### src/rtl/bus_xfer_ctrl_pkg.sv
`default_nettype none
// ============================================================================
// Package     : bus_xfer_pkg
// Description : Shared types and default constants for the bus transfer
//               sequencer: FSM state encoding, default sizing, and the
//               default-width command record queued by cmd_fifo.
// Revision    : 1.0  initial release
// ============================================================================
package bus_xfer_pkg;

    localparam int DEF_SEL_W      = 3;
    localparam int DEF_NUM_REGS   = 8;
    localparam int DEF_FIFO_DEPTH = 4;

    typedef enum logic [1:0] {
        IDLE  = 2'd0,
        DRIVE = 2'd1,
        LATCH = 2'd2
    } state_t;

    // Default-width command record; the top level builds its own record of
    // the same shape when SEL_W differs from the default.
    typedef struct packed {
        logic [DEF_SEL_W-1:0] src;
        logic [DEF_SEL_W-1:0] dst;
    } cmd_t;

endpackage : bus_xfer_pkg
`default_nettype wire

### src/rtl/bus_xfer_ctrl_if.sv
`default_nettype none
// ============================================================================
// Interface   : bus_xfer_ctrl_if
// Description : Command handshake and register-control lines of the bus
//               transfer sequencer.
//   cmd_valid / cmd_ready / cmd_src / cmd_dst : command offer handshake
//   enable / load                             : per-register drive / capture
//   busy / done / err                         : status
//   master modport : command issuer;  slave modport : sequencer
// Revision    : 1.0  initial release
// ============================================================================
interface bus_xfer_ctrl_if
    import bus_xfer_pkg::*;
#(
    parameter int SEL_W    = DEF_SEL_W,
    parameter int NUM_REGS = DEF_NUM_REGS
) ();

    logic                cmd_valid;
    logic                cmd_ready;
    logic [SEL_W-1:0]    cmd_src;
    logic [SEL_W-1:0]    cmd_dst;
    logic [NUM_REGS-1:0] enable;
    logic [NUM_REGS-1:0] load;
    logic                busy;
    logic                done;
    logic                err;

    modport master (
        output cmd_valid, cmd_src, cmd_dst,
        input  cmd_ready, enable, load, busy, done, err
    );

    modport slave (
        input  cmd_valid, cmd_src, cmd_dst,
        output cmd_ready, enable, load, busy, done, err
    );

endinterface : bus_xfer_ctrl_if
`default_nettype wire

### src/rtl/bus_xfer_ctrl_cmd_fifo.sv
`default_nettype none
// ============================================================================
// Module      : cmd_fifo
// Description : Synchronous FIFO of command records with full/empty/count.
//   clk, rst_n : clock, synchronous active-low reset (empties the queue)
//   i_push, i_data : write request and data (ignored while full)
//   i_pop, o_data  : read request and head-of-queue data (ignored while empty)
//   o_full, o_empty, o_count : occupancy status
// Revision    : 1.0  initial release
// ============================================================================
module cmd_fifo
    import bus_xfer_pkg::*;
#(
    parameter int  DEPTH = DEF_FIFO_DEPTH,
    parameter type T     = cmd_t
) (
    input  wire logic                     clk,
    input  wire logic                     rst_n,
    input  wire logic                     i_push,
    input  wire T                         i_data,
    input  wire logic                     i_pop,
    output T                              o_data,
    output logic                          o_full,
    output logic                          o_empty,
    output logic [$clog2(DEPTH):0]        o_count
);

    localparam int AW = $clog2(DEPTH);
    localparam int CW = AW + 1;
    localparam logic [CW-1:0] C_DEPTH = CW'(DEPTH);

    T               r_mem [DEPTH];
    logic [AW-1:0]  r_wr_ptr;
    logic [AW-1:0]  r_rd_ptr;
    logic [CW-1:0]  r_count;
    logic           w_push;
    logic           w_pop;

    assign o_full  = (r_count == C_DEPTH);
    assign o_empty = (r_count == '0);
    assign o_count = r_count;
    assign o_data  = r_mem[r_rd_ptr];

    assign w_push = i_push && !o_full;
    assign w_pop  = i_pop  && !o_empty;

    // Storage needs no reset: only entries covered by r_count are ever read.
    always_ff @(posedge clk) begin
        if (w_push) begin
            r_mem[r_wr_ptr] <= i_data;
        end
    end

    // Pointers wrap naturally because DEPTH is a power of two.
    always_ff @(posedge clk) begin
        if (!rst_n) begin
            r_wr_ptr <= '0;
            r_rd_ptr <= '0;
            r_count  <= '0;
        end else begin
            if (w_push) begin
                r_wr_ptr <= r_wr_ptr + 1'b1;
            end
            if (w_pop) begin
                r_rd_ptr <= r_rd_ptr + 1'b1;
            end
            case ({w_push, w_pop})
                2'b10:   r_count <= r_count + 1'b1;
                2'b01:   r_count <= r_count - 1'b1;
                default: r_count <= r_count;
            endcase
        end
    end

endmodule : cmd_fifo
`default_nettype wire

### src/rtl/bus_xfer_ctrl.sv
`default_nettype none
// ============================================================================
// Module      : bus_xfer_ctrl
// Description : Sequencer for a shared 8-bit tri-state bus. Queues legal
//               src->dst transfer commands and executes them one at a time
//               (DRIVE settle cycle, then LATCH capture cycle), so at most
//               one register ever drives the bus.
//   clk   : clock (posedge)
//   rst_n : synchronous active-low reset
//   bus   : bus_xfer_ctrl_if.slave -- command handshake, enable/load lines,
//           busy/done/err status
// Revision    : 1.0  initial release
// ============================================================================
module bus_xfer_ctrl
    import bus_xfer_pkg::*;
#(
    parameter int NUM_REGS   = DEF_NUM_REGS,
    parameter int SEL_W      = DEF_SEL_W,
    parameter int FIFO_DEPTH = DEF_FIFO_DEPTH
) (
    input  wire logic       clk,
    input  wire logic       rst_n,
    bus_xfer_ctrl_if.slave  bus
);

    typedef struct packed {
        logic [SEL_W-1:0] src;
        logic [SEL_W-1:0] dst;
    } xfer_t;

    // One extra bit so that NUM_REGS == 2**SEL_W is representable.
    localparam logic [SEL_W:0] C_NUM_REGS = (SEL_W+1)'(NUM_REGS);

    state_t                      r_state;
    state_t                      w_state_nxt;
    logic [SEL_W-1:0]            r_cur_src;
    logic [SEL_W-1:0]            r_cur_dst;
    logic                        r_err;

    logic                        w_accept;
    logic                        w_illegal;
    logic                        w_push;
    logic                        w_pop;
    logic                        w_fifo_full;
    logic                        w_fifo_empty;
    logic [$clog2(FIFO_DEPTH):0] w_fifo_count;
    xfer_t                       w_push_cmd;
    xfer_t                       w_head;

    logic [NUM_REGS-1:0]         w_src_dec;
    logic [NUM_REGS-1:0]         w_dst_dec;
    logic [NUM_REGS-1:0]         w_enable;
    logic [NUM_REGS-1:0]         w_load;
    logic                        w_done;

    // ------------------------------------------------------------------
    // Command acceptance and legality
    // ------------------------------------------------------------------
    assign bus.cmd_ready = !w_fifo_full;
    assign w_accept      = bus.cmd_valid && bus.cmd_ready;

    assign w_illegal = (bus.cmd_src == bus.cmd_dst)
                    || ({1'b0, bus.cmd_src} >= C_NUM_REGS)
                    || ({1'b0, bus.cmd_dst} >= C_NUM_REGS);

    // Illegal commands are consumed from the handshake but never queued.
    assign w_push         = w_accept && !w_illegal;
    assign w_push_cmd.src = bus.cmd_src;
    assign w_push_cmd.dst = bus.cmd_dst;

    cmd_fifo #(
        .DEPTH (FIFO_DEPTH),
        .T     (xfer_t)
    ) u_cmd_fifo (
        .clk     (clk),
        .rst_n   (rst_n),
        .i_push  (w_push),
        .i_data  (w_push_cmd),
        .i_pop   (w_pop),
        .o_data  (w_head),
        .o_full  (w_fifo_full),
        .o_empty (w_fifo_empty),
        .o_count (w_fifo_count)
    );

    // ------------------------------------------------------------------
    // Transfer FSM: state register
    // ------------------------------------------------------------------
    always_ff @(posedge clk) begin
        if (!rst_n) begin
            r_state   <= IDLE;
            r_cur_src <= '0;
            r_cur_dst <= '0;
            r_err     <= 1'b0;
        end else begin
            r_state <= w_state_nxt;
            r_err   <= w_accept && w_illegal;
            if (w_pop) begin
                r_cur_src <= w_head.src;
                r_cur_dst <= w_head.dst;
            end
        end
    end

    // ------------------------------------------------------------------
    // Transfer FSM: next state and pop. LATCH pops directly into DRIVE so
    // that back-to-back transfers need no idle turnaround cycle.
    // ------------------------------------------------------------------
    always_comb begin
        w_state_nxt = r_state;
        w_pop       = 1'b0;
        case (r_state)
            IDLE: begin
                if (!w_fifo_empty) begin
                    w_pop       = 1'b1;
                    w_state_nxt = DRIVE;
                end
            end
            DRIVE: begin
                w_state_nxt = LATCH;
            end
            LATCH: begin
                if (!w_fifo_empty) begin
                    w_pop       = 1'b1;
                    w_state_nxt = DRIVE;
                end else begin
                    w_state_nxt = IDLE;
                end
            end
            default: begin
                w_state_nxt = IDLE;
            end
        endcase
    end

    // ------------------------------------------------------------------
    // One-hot decoders of the current transfer's register indices
    // ------------------------------------------------------------------
    for (genvar gi = 0; gi < NUM_REGS; gi++) begin : g_dec
        assign w_src_dec[gi] = (r_cur_src == SEL_W'(gi));
        assign w_dst_dec[gi] = (r_cur_dst == SEL_W'(gi));
    end

    // Outputs come only from registered state, so no cmd_* input can
    // glitch an enable or load line.
    always_comb begin
        w_enable = '0;
        w_load   = '0;
        w_done   = 1'b0;
        case (r_state)
            DRIVE: begin
                w_enable = w_src_dec;
            end
            LATCH: begin
                w_enable = w_src_dec;
                w_load   = w_dst_dec;
                w_done   = 1'b1;
            end
            default: begin
                w_enable = '0;
            end
        endcase
    end

    assign bus.enable = w_enable;
    assign bus.load   = w_load;
    assign bus.done   = w_done;
    assign bus.err    = r_err;
    assign bus.busy   = (w_fifo_count != '0) || (r_state != IDLE);

endmodule : bus_xfer_ctrl
`default_nettype wire

### src/flat_wrapper.sv
// flat-port wrapper written by rule: the top's interface ports become plain ports
module bus_xfer_ctrl_flat import bus_xfer_pkg::*;
#(
    parameter int NUM_REGS   = DEF_NUM_REGS,
    parameter int SEL_W      = DEF_SEL_W,
    parameter int FIFO_DEPTH = DEF_FIFO_DEPTH
)
  (clk, rst_n, bus_cmd_valid, bus_cmd_src, bus_cmd_dst, bus_cmd_ready, bus_enable, bus_load, bus_busy, bus_done, bus_err);
  bus_xfer_ctrl_if #(.SEL_W(SEL_W), .NUM_REGS(NUM_REGS)) bus_i ();
  input  wire logic clk;
  input  wire logic rst_n;
  input wire logic [$bits(bus_i.cmd_valid)-1:0] bus_cmd_valid;
  input wire logic [$bits(bus_i.cmd_src)-1:0] bus_cmd_src;
  input wire logic [$bits(bus_i.cmd_dst)-1:0] bus_cmd_dst;
  output wire logic [$bits(bus_i.cmd_ready)-1:0] bus_cmd_ready;
  output wire logic [$bits(bus_i.enable)-1:0] bus_enable;
  output wire logic [$bits(bus_i.load)-1:0] bus_load;
  output wire logic [$bits(bus_i.busy)-1:0] bus_busy;
  output wire logic [$bits(bus_i.done)-1:0] bus_done;
  output wire logic [$bits(bus_i.err)-1:0] bus_err;
  assign bus_i.cmd_valid = bus_cmd_valid;
  assign bus_i.cmd_src = bus_cmd_src;
  assign bus_i.cmd_dst = bus_cmd_dst;
  assign bus_cmd_ready = bus_i.cmd_ready;
  assign bus_enable = bus_i.enable;
  assign bus_load = bus_i.load;
  assign bus_busy = bus_i.busy;
  assign bus_done = bus_i.done;
  assign bus_err = bus_i.err;
  bus_xfer_ctrl #(.NUM_REGS(NUM_REGS), .SEL_W(SEL_W), .FIFO_DEPTH(FIFO_DEPTH)) u_core (.clk(clk), .rst_n(rst_n), .bus(bus_i));
endmodule
### config.mk
export PLATFORM = sky130hd
export DESIGN_NAME = bus_xfer_ctrl_flat
export DESIGN_NICKNAME = d
export VERILOG_FILES = /design/src/rtl/bus_xfer_ctrl_pkg.sv /design/src/rtl/bus_xfer_ctrl_if.sv /design/src/rtl/bus_xfer_ctrl_cmd_fifo.sv /design/src/rtl/bus_xfer_ctrl.sv /design/src/flat_wrapper.sv
export SDC_FILE = /design/constraint.sdc
export NUM_CORES = 1
export LEC_CHECK = 0
export BUFFER_PORTS_ARGS = -buffer_cell sky130_fd_sc_hd__buf_2
export CAP_MARGIN = 20
export CORE_MARGIN = 10
export CORE_UTILIZATION = 50
export DETAILED_ROUTE_END_ITERATION = 10
export HOLD_SLACK_MARGIN = 0.1
export MAX_ROUTING_LAYER = met4
export PLACE_DENSITY_LB_ADDON = 0.25
export REMOVE_ABC_BUFFERS = 1
export SYNTH_ARGS = -nofsm -noshare
export SYNTH_HDL_FRONTEND = slang
export SYNTH_SLANG_ARGS = --single-unit
### constraint.sdc
create_clock -name clk -period 2.8 [get_ports clk]
set_input_delay 0 -clock clk [delete_from_list [all_inputs] [get_ports clk]]
set_output_delay 0 -clock clk [all_outputs]
set_load 0.1 [all_outputs]
# Word level (Yosys, flattened, before mapping)

Memories as Yosys holds them, arrays and structs flattened. A register that Yosys moved wholly into a read port is not among the register bits.
Cells that the tools add are included.

Add/subtract/negate cells: 4
Eq/ne operators: 21
Multiplexer cells: 11
Reduce and logical (&&, ||, !) cells: 19

Operators with widths:

| kind                                                 | count |
|---|---|
| equality test 3 bit (second input constant)          | 9 |
| two-way mux 8 bit                                    | 2 |
| equality test 3 x 2 -> 1 bit (second input constant) | 4 |
| logical NOT 3 bit                                    | 3 |
| equality test 3 x 1 -> 1 bit (second input constant) | 2 |
| two-way mux 1 bit                                    | 6 |
| one-hot mux 2 bit (3 select lines)                   | 1 |
| one-hot mux 3 bit (2 select lines)                   | 1 |
| logical AND 1 bit                                    | 5 |
| adder 2 x 1 -> 2 bit (second input constant)         | 2 |
| equality test 2 x 1 -> 1 bit (second input constant) | 2 |
| equality test 2 bit (second input constant)          | 2 |
| logical NOT 1 bit                                    | 4 |
| nonzero test 2 bit                                   | 2 |
| OR reduction 2 bit                                   | 2 |
| adder 3 x 1 -> 3 bit (second input constant)         | 1 |
| equality test 3 bit                                  | 1 |
| nonzero test 3 bit                                   | 1 |
| subtractor 3 x 1 -> 3 bit (second input constant)    | 1 |
| logical NOT 2 bit                                    | 1 |
| two-way mux 2 bit                                    | 1 |
| inequality test 2 bit (second input constant)        | 1 |
| logical OR 1 bit                                     | 1 |

Flip-flop bits (word level): 10
RAM bits: 24
Input bits: 9
Output and inout port bits: 20
Logic and storage cells: 61
Memories kept: 1

Memory list:

| name                    | words | bits a word | rd ports | clocked after memory_dff | write ports | RTL line                     | RTL |
|---|---|---|---|---|---|---|---|
| u_core.u_cmd_fifo.r_mem | 4     | 6           | 1        | 1                        | 1           | bus_xfer_ctrl_cmd_fifo.sv:32 | `T r_mem [DEPTH];` |

# Logic depth before layout (Yosys ltp)

Gate-level depths: netlist (run 1).

Depth after elaboration: 7
Gate-level depth with buffers: 11
Mapped depth without buffers: 10

# By module

From an unflattened synthesis (run 1), not the netlist that was laid out.

Cells, all modules: 155
Area, all modules: 1925.6 um^2

Modules (own cells, without submodules):

| module        | times used | cells each | area an instance (um^2) | sequential area each (um^2) |
|---|---|---|---|---|
| cmd_fifo      | 1          | 85         | 1355.0                  | 900.9 |
| bus_xfer_ctrl | 1          | 70         | 570.5                   | 180.2 |

# Worst setup path before layout (run 1)

No wires, ideal clock.

Kind: reg2out
Start point: reg u_core.r_state[0]
End point: out bus_load[1]
Data arrival time: 3.540 ns
Required time: 2.800 ns
Path slack: -0.740 ns
Cell stages (with the launch flop): 5
Buffers on the path: 0
Path through: dfxtp_1 > inv_1 > ha_1 > nand2_1 > nor3_1

Cells in the longest elaborated chain, start to end: 2

Ends and longest elaborated chain:

| what                   | RTL line             | RTL |
|---|---|---|
| start, declared        | bus_xfer_ctrl.sv:34  | `state_t r_state;` |
| start signal, assigned | bus_xfer_ctrl.sv:96  | `r_state <= w_state_nxt;` |
| equality test 2 bit    | bus_xfer_ctrl.sv:150 | `case (r_state)` |
| two-way mux 8 bit      | bus_xfer_ctrl.sv:150 |  |
| end, declared          | flat_wrapper.sv:17   | `output wire logic [$bits(bus_i.load)-1:0] bus_load;` |

Every way passes these cells.

# Worst setup path after layout (run 1)

Start point: reg u_core.u_cmd_fifo.r_count[2], in the netlist u_core.u_cmd_fifo.o_count[2]
End point: reg u_core.u_cmd_fifo.r_count[2], in the netlist u_core.u_cmd_fifo.o_count[2]

Cells in the longest elaborated chain, start to end: 7
Elaborated cells between the ends (all ways): 16
Those cells by class: add/sub: 2; eq/ne: 3; mux: 3; reduce/logical: 8

Ends and longest elaborated chain:

| what                                                                     | RTL line                                          | RTL |
|---|---|---|
| start, declared                                                          | bus_xfer_ctrl_cmd_fifo.sv:35                      | `logic [CW-1:0] r_count;` |
| start signal, assigned                                                   | bus_xfer_ctrl_cmd_fifo.sv:68                      | `2'b10: r_count <= r_count + 1'b1;` |
| start signal, assigned                                                   | bus_xfer_ctrl_cmd_fifo.sv:69                      | `2'b01: r_count <= r_count - 1'b1;` |
| start signal, assigned                                                   | bus_xfer_ctrl_cmd_fifo.sv:70                      | `default: r_count <= r_count;` |
| equality test 3 bit                                                      | bus_xfer_ctrl_cmd_fifo.sv:39                      | `assign o_full = (r_count == C_DEPTH);` |
| logical NOT 1 bit                                                        | bus_xfer_ctrl_cmd_fifo.sv:44, bus_xfer_ctrl.sv:59 |  |
| logical AND 1 bit                                                        | bus_xfer_ctrl.sv:60                               | `assign w_accept = bus.cmd_valid && bus.cmd_ready;` |
| logical AND 1 bit                                                        | bus_xfer_ctrl.sv:67                               | `assign w_push = w_accept && !w_illegal;` |
| logical AND 1 bit                                                        | bus_xfer_ctrl_cmd_fifo.sv:44                      | `assign w_push = i_push && !o_full;` |
| equality test 2 x 1 -> 1 bit or equality test 2 bit (tied branches)      | bus_xfer_ctrl_cmd_fifo.sv:67                      | `case ({w_push, w_pop})` |
| one-hot mux 3 bit (2 select lines) or nonzero test 2 bit (tied branches) | -                                                 |  |

Parallel ways exist; a longest one is shown, timed or not.
A chain may end at the register's enable or synchronous reset.

==> results.py, run 1 <==
metrics = {
    "cts": {
        "postCtsHoldBufs": 8,
        "cts_tree": "done",
        "cts_resized": 0,
        "cts.path.max_buffers": 2,
        "numCtsBuffers": 5,
        "post_cts_buffers": 0,
        "clkSlewWorstSetupHoldPaths_ns": 0.12,
        "clock-sinks": 40,
        "clk_latency_ns": 0.34,
        "htreeDepth": 2,
        "clockRootBuffer": "clkbuf_4",
    },
    "layout": {
        "syn_to_final_growth_pct": 19.2,
        "nets": 214,
        "final_cell_area_mm2": 0.00216,
        "drive_above_1_share_pct": 23.0,
        "fill_cells": 282,
        "antenna_cells": 0,
        "stdcell_count": 242,
    },
    "die": {
        "rows": 21,
        "ioPinCount": 29,
        "dieArea_mm2": 0.00644,
        "fp.dieW_um": 80.3,
        "start_util_pct": 53.2,
        "die_h_um": 80.3,
        "coreArea_mm2": 0.00342,
    },
    "route": {
        "vias_per_cell": 5.00,
        "wire_per_inst_um": 14.8,
        "vias": 1211,
        "drt_pass1_iterations": 4,
        "drc": 0,
        "routed_wl_mm": 3.59,
        "drt_iter0_markers": 67,
        "antenna_left": 0,
    },
    "worst_setup_path": {
        "r2r_setup_slack_ns": 0.45,
        "critical_path.cell_chain": "nor3b_1 -> a311oi_2 -> inv_1 -> ha_1 -> inv_1 -> fa_1 -> xor2_1 -> or3_1 -> a21oi_1",
        "slowest_delay_ns": 0.41,
        "critical_path_arrival_ns": 2.63,
        "crit_required_ns": 3.08,
        "crit_path_frequent_cell": "inv_1",
        "cp_slowest_cell": "nor3b_1",
        "crit_fanout": 7,
        "start_kind": "register",
        "end_kind": "register",
        "critPathKind": "reg2reg",
    },
    "worst_hold_path": {
        "hold_path.class": "in2reg",
    },
    "placement": {
        "dp_slack_ns": 0.442,
        "finalWeightedCongestion": 0.803,
        "dp_hpwl_mm": 2.75,
        "io_buffer_count": 28,
        "placedCellCount": 226,
        "placed_cell_area_mm2": 0.00200,
    },
    "synthesis": {
        "synth_edf_count": 24,
        "synthSimpleGateAreaFrac_pct": 15.1,
        "ys_warn_count": 0,
        "synth-adder-area-share_pct": 7.31,
        "synthMuxAreaShare_pct": 9.10,
        "synth-compound-area-share_pct": 5.10,
        "synth_ff_type": "edfxtp_1",
        "ys_seq_elements": 40,
        "yosys.area.top_type": "edfxtp_1",
        "avgSynthCellArea_um2": 11.7,
        "yosysUniqueCellTypes": 27,
        "async_flop_share_pct": 0,
        "syn_area_mm2": 0.00182,
        "synthXorXnorAreaFrac_pct": 2.41,
        "netlist_instances": 155,
        "synth_area_leaders": "edfxtp_1, dfxtp_1, mux4_2",
        "ys_seq_area_share_pct": 57.3,
        "synth_top_area_share_pct": 39.7,
        "synth_top_family_by_area": "simple AND/OR/NAND/NOR gates",
    },
    "global_route": {
        "grt_pass1_vias": 1298,
        "overflow": 0,
        "grt_max_degree": 15,
        "grt_usage_pct": 12.6,
        "grt_pass1_wl_mm": 6.20,
        "antenna_found_initial": 0,
    },
    "power_and_ir_drop": {
        "p_per_area_mw_per_mm2": 1080,
        "ir_worst_vdd_uv": 577,
        "power_leakage_nw": 0.845,
    },
    "sta": {
        "slew_headroom_pct": 67.4,
        "timing.final.crit_share_pct": 84.0,
        "fin_ws_ns": 0.447,
        "worst_pin_slew_ns": 0.492,
        "slew_violations": 0,
        "fin_skew_ns": 0.00645,
        "rsz0062_at_grt": "false",
        "holdWs_ns": 0.425,
        "setup_tns_ns": 0,
        "fmax_ghz": 0.425,
        "final_hold_viol_count": 0,
        "period_needed_ns": 2.35,
        "finalSetupViolCount": 0,
    },
    "run_status": {
        "outcome": "completed",
    },
    "flow_run": {
        "cap_violations": 0,
    },
}
[power breakdown]
| group | leakage [nW] | total, mW | internal, mW | switching (mW) |
|---|---|---|---|---|
| sequential | 0.351 | 0.862 | 0.741 | 0.122 |
| combinational | 0.451 | 1.11 | 0.356 | 0.751 |
| clock | 0.0428 | 0.375 | 0.187 | 0.188 |
[kinds of logic (layout without fill, tap and decap cells)]
kind of cell    Yosys count  count (layout)
buf+inv                  17              58
mux                       9               9
flops                    40              40
compound gates           15              15
xor+xnor                  5               5
simple gates             59              59
fa+ha+maj                10              10
[synthesized netlist by cell type (2+ instances only)]
master    number
nor2_1        17
mux4_2         6
or3_1          2
nor3_1         4
a21oi_1       10
xor2_1         2
inv_1         12
buf_2          2
mux2i_1        3
nand2_1       22
o21ai_0        2
edfxtp_1      24
xnor2_1        3
dfxtp_1       16
nand2b_1       6
and2_1         4
clkbuf_1       2
ha_1           9
[sequential cells by signal (all words and copies together) (netlist names)]
signal,count
u_core.u_cmd_fifo.o_count,3
u_core.r_state,2
u_core.bus.err,1
u_core.u_cmd_fifo.r_wr_ptr,2
u_core.r_cur_src,3
u_core.r_cur_dst,3
u_core.u_cmd_fifo.r_rd_ptr,2
u_core.u_cmd_fifo.r_mem,24
[worst max-delay path: cells and delay by family (launching register included)]
kind                     cells  cell delay (ns)
AO/OA/AOI/OAI                2             0.30
flip-flops                   1             0.40
XOR/XNOR                     1             0.16
buffers and inverters        2             0.16
adder cells (fa/ha/maj)      2             0.55
AND/OR/NAND/NOR              2             0.72
[area by class of cell]
class                           instances  area [µm²]  area share (%)
Clock inverter                          3        42.5            1.97
Multi-Input combinational cell         98         708            32.7
Clock buffer                            5        37.5            1.74
Inverter                               13        48.8            2.26
Timing Repair Buffer                   37         228            10.5
Tap cell                               46        57.6            2.66
Sequential cell                        40        1040            48.1
[through the flow]
step                      util, %  total power [mW]
final                        63.3              2.34
after detailed placement     58.6              1.98
after CTS                    63.3              2.36
after floorplan                 -              1.75
after global placement       58.6              1.93
after global routing         63.3              2.50
[final timing paths]
path	end	startpoint	cells after the start
min	u_core.u_cmd_fifo.r_mem[2][4]$_DFFE_PP_	bus_cmd_src[1]	2
max reg2reg	u_core.u_cmd_fifo.o_count[2]$_SDFFE_PN0P_	u_core.u_cmd_fifo.o_count[2]$_SDFFE_PN0P_	9
max	u_core.u_cmd_fifo.o_count[2]$_SDFFE_PN0P_	u_core.u_cmd_fifo.o_count[2]$_SDFFE_PN0P_	9
min reg2reg	u_core.r_cur_src[1]$_SDFFE_PN0P_	u_core.r_cur_src[1]$_SDFFE_PN0P_	2
[metal layers]
layer | track usage, % | part of all wire (%)
met3 | 5.12 | 8.4
met1 | 13.4 | 41
met4 | 4.23 | 0.33
met5 | - | 0
met2 | 20.7 | 50
[cell usage in the layout (no fill, tap or decap), types with 2 or more instances in the layout]
cell type / instances
nand2_1: 22
or3_1: 2
nand2b_1: 6
inv_1: 12
mux2i_1: 3
xor2_1: 2
clkbuf_4: 5
dlygate4sd3_1: 8
o21ai_0: 2
xnor2_1: 3
dfxtp_1: 16
ha_1: 9
mux4_2: 6
a21oi_1: 10
nor3_1: 4
and2_1: 4
buf_2: 28
nor2_1: 17
edfxtp_1: 24
(Power assumes the default switching activity.)
==> run 2: changes to the inputs <==
==> constraint.sdc (replaced) <==
create_clock -name clk -period 2 [get_ports clk]
set_input_delay 0 -clock clk [delete_from_list [all_inputs] [get_ports clk]]
set_output_delay 0 -clock clk [all_outputs]
set_load 0.1 [all_outputs]
==> results.py, run 2 (same netlist as run 1, synthesis figures left out) <==
metrics = {
    "cts": {
        "numCtsBuffers": 5,
        "clockRootBuffer": "clkbuf_4",
        "cts.path.max_buffers": 2,
        "clkSlewWorstSetupHoldPaths_ns": 0.11,
        "cts_tree": "done",
        "clock-sinks": 40,
        "clk_latency_ns": 0.34,
        "htreeDepth": 2,
    },
    "route": {
        "routed_wl_mm": 3.72,
        "antenna_left": 0,
        "vias": 1269,
        "drt_pass1_iterations": 4,
        "drt_iter0_markers": 54,
        "drc": 0,
        "vias_per_cell": 5.02,
        "wire_per_inst_um": 14.7,
    },
    "worst_hold_path": {
        "min-delay-start": "bus_cmd_dst[0]",
        "worst_hold_path.num_cells": 5,
        "worst_hold_path.endpoint": "u_core.u_cmd_fifo.r_wr_ptr[0]$_SDFFE_PN0P_",
        "hold_path.class": "in2reg",
    },
    "worst_setup_path": {
        "slowest_delay_ns": 0.35,
        "reg2reg_to": "u_core.u_cmd_fifo.o_count[2]$_SDFFE_PN0P_",
        "critical_path_arrival_ns": 2.23,
        "end_kind": "register",
        "reg2reg_from": "u_core.u_cmd_fifo.o_count[0]$_SDFFE_PN0P_",
        "start_kind": "register",
        "crit_required_ns": 2.27,
        "cp_slowest_cell": "dfxtp_2",
        "crit_fanout": 2,
        "rr_worst_depth": 9,
        "critPathKind": "reg2reg",
        "cp_top_family": "simple AND/OR/NAND/NOR gates",
        "critical_path.cell_chain": "nor3b_4 -> a311oi_2 -> inv_1 -> ha_4 -> inv_2 -> fa_2 -> xor2_1 -> or3_1 -> a21oi_2",
        "critPathBufInv": 2,
        "r2r_setup_slack_ns": 0.04,
    },
    "die": {
        "die_h_um": 80.3,
        "start_util_pct": 53.2,
        "ioPinCount": 29,
        "dieArea_mm2": 0.00644,
        "coreArea_mm2": 0.00342,
        "rows": 21,
        "fp.dieW_um": 80.3,
    },
    "power_and_ir_drop": {
        "power.total_mw": 3.69,
        "ir_worst_vdd_uv": 751,
        "power_leakage_nw": 0.922,
        "p_per_area_mw_per_mm2": 1570,
    },
    "flow_run": {
        "cap_violations": 0,
    },
    "layout": {
        "mostFrequentLayoutCell": "buf_2",
        "largest_reg_flops": 24,
        "final_util_pct": 68.6,
        "final_cell_mix": "buf_2, edfxtp_1, nand2_1",
        "fill_cells": 257,
        "registers.top_by_ff_count": "u_core.u_cmd_fifo.r_mem",
        "nets": 225,
        "antenna_cells": 0,
        "stdcell_count": 253,
        "drive_above_1_share_pct": 33.8,
        "syn_to_final_growth_pct": 29.1,
        "final_cell_area_mm2": 0.00234,
    },
    "sta": {
        "timing.final.crit_share_pct": 98.0,
        "holdWs_ns": 0.365,
        "finalSetupViolCount": 0,
        "final_hold_viol_count": 0,
        "rsz0062_at_grt": "true",
        "slew_headroom_pct": 67.2,
        "fin_ws_ns": 0.0408,
        "fmax_ghz": 0.510,
        "fin_skew_ns": 0.0108,
        "slew_violations": 0,
        "setup_tns_ns": 0,
        "worst_pin_slew_ns": 0.496,
        "period_needed_ns": 1.96,
    },
    "global_route": {
        "overflow": 0,
        "grt_usage_pct": 12.4,
        "grt_pass1_wl_mm": 6.13,
        "antenna_found_initial": 0,
        "grt_pass1_vias": 1285,
        "grt_max_degree": 15,
    },
    "run_status": {
        "outcome": "completed",
    },
    "placement": {
        "finalWeightedCongestion": 0.809,
        "io_buffer_count": 28,
        "dp_hpwl_mm": 2.71,
        "placedCellCount": 234,
        "placed_cell_area_mm2": 0.00206,
        "dp_slack_ns": -0.109,
    },
}
## run 2: changes by cell type in the layout (fill, tap and decap cells not counted), moves of 2 or more
| cell | previous run | this run |
|---|---|---|
| inv_1 | 12 | 9 |
| inv_2 | 1 | 3 |
| ha_4 | 0 | 3 |
| ha_1 | 9 | 6 |
| dfxtp_2 | 0 | 4 |
| dfxtp_1 | 16 | 11 |
| buf_4 | 1 | 11 |
## run 2: worst max-delay path by stage
stage / cells past startpoint / endpoint / startpoint
finish: 9 / u_core.u_cmd_fifo.o_count[2]$_SDFFE_PN0P_ / u_core.u_cmd_fifo.o_count[0]$_SDFFE_PN0P_
global route: 9 / u_core.u_cmd_fifo.o_count[2]$_SDFFE_PN0P_ / u_core.u_cmd_fifo.o_count[0]$_SDFFE_PN0P_
CTS: 9 / u_core.u_cmd_fifo.o_count[2]$_SDFFE_PN0P_ / u_core.u_cmd_fifo.o_count[1]$_SDFFE_PN0P_
detailed placement: 10 / u_core.u_cmd_fifo.o_count[2]$_SDFFE_PN0P_ / u_core.r_state[0]$_SDFFE_PN0P_
global placement: 9 / u_core.u_cmd_fifo.o_count[2]$_SDFFE_PN0P_ / u_core.u_cmd_fifo.o_count[2]$_SDFFE_PN0P_
floorplan: 4 / bus_load[1] / u_core.r_state[0]$_SDFFE_PN0P_
## run 2: routing by layer
layer  vias to the layer above  part of all wire, %  GRT usage, %
li1                        635                    -             -
met1                       591                   42          13.6
met2                        39                   49          20.6
met3                         4                  8.1          4.68
met4                         0                 0.78          3.52
met5                         -                    0             -
## run 2: cell type report
cell class / instances / area [µm²] / area share [%]
Tap cell: 46 / 57.6 / 2.46
Timing Repair Buffer: 48 / 313 / 13.3
Inverter: 13 / 51.3 / 2.19
Clock buffer: 6 / 41.3 / 1.76
Multi-Input combinational cell: 98 / 771 / 32.9
Sequential cell: 40 / 1050 / 44.8
Clock inverter: 2 / 60.1 / 2.56
## run 2: report_power, final
group,switching (mW),internal (mW)
Clock,0.248,0.390
Sequential,0.172,1.05
Combinational,1.15,0.685
Total,1.57,2.12
## run 2: what timing repair did
item / in CTS / in global routing
endpoints found under the setup margin: 2 / 1
hold endpoints to repair: 27 / 0
pin swaps: 4 / 2
resized for setup: 14 / 7
buffers inserted: 1 / 1
hold buffers: 9 / 0
## run 2: worst min-delay path: stages
cell	delay [ns]
buf_2	0.09
xnor2_1	0.17
a311oi_2	0.12
buf_4	0.15
mux2i_1	0.11
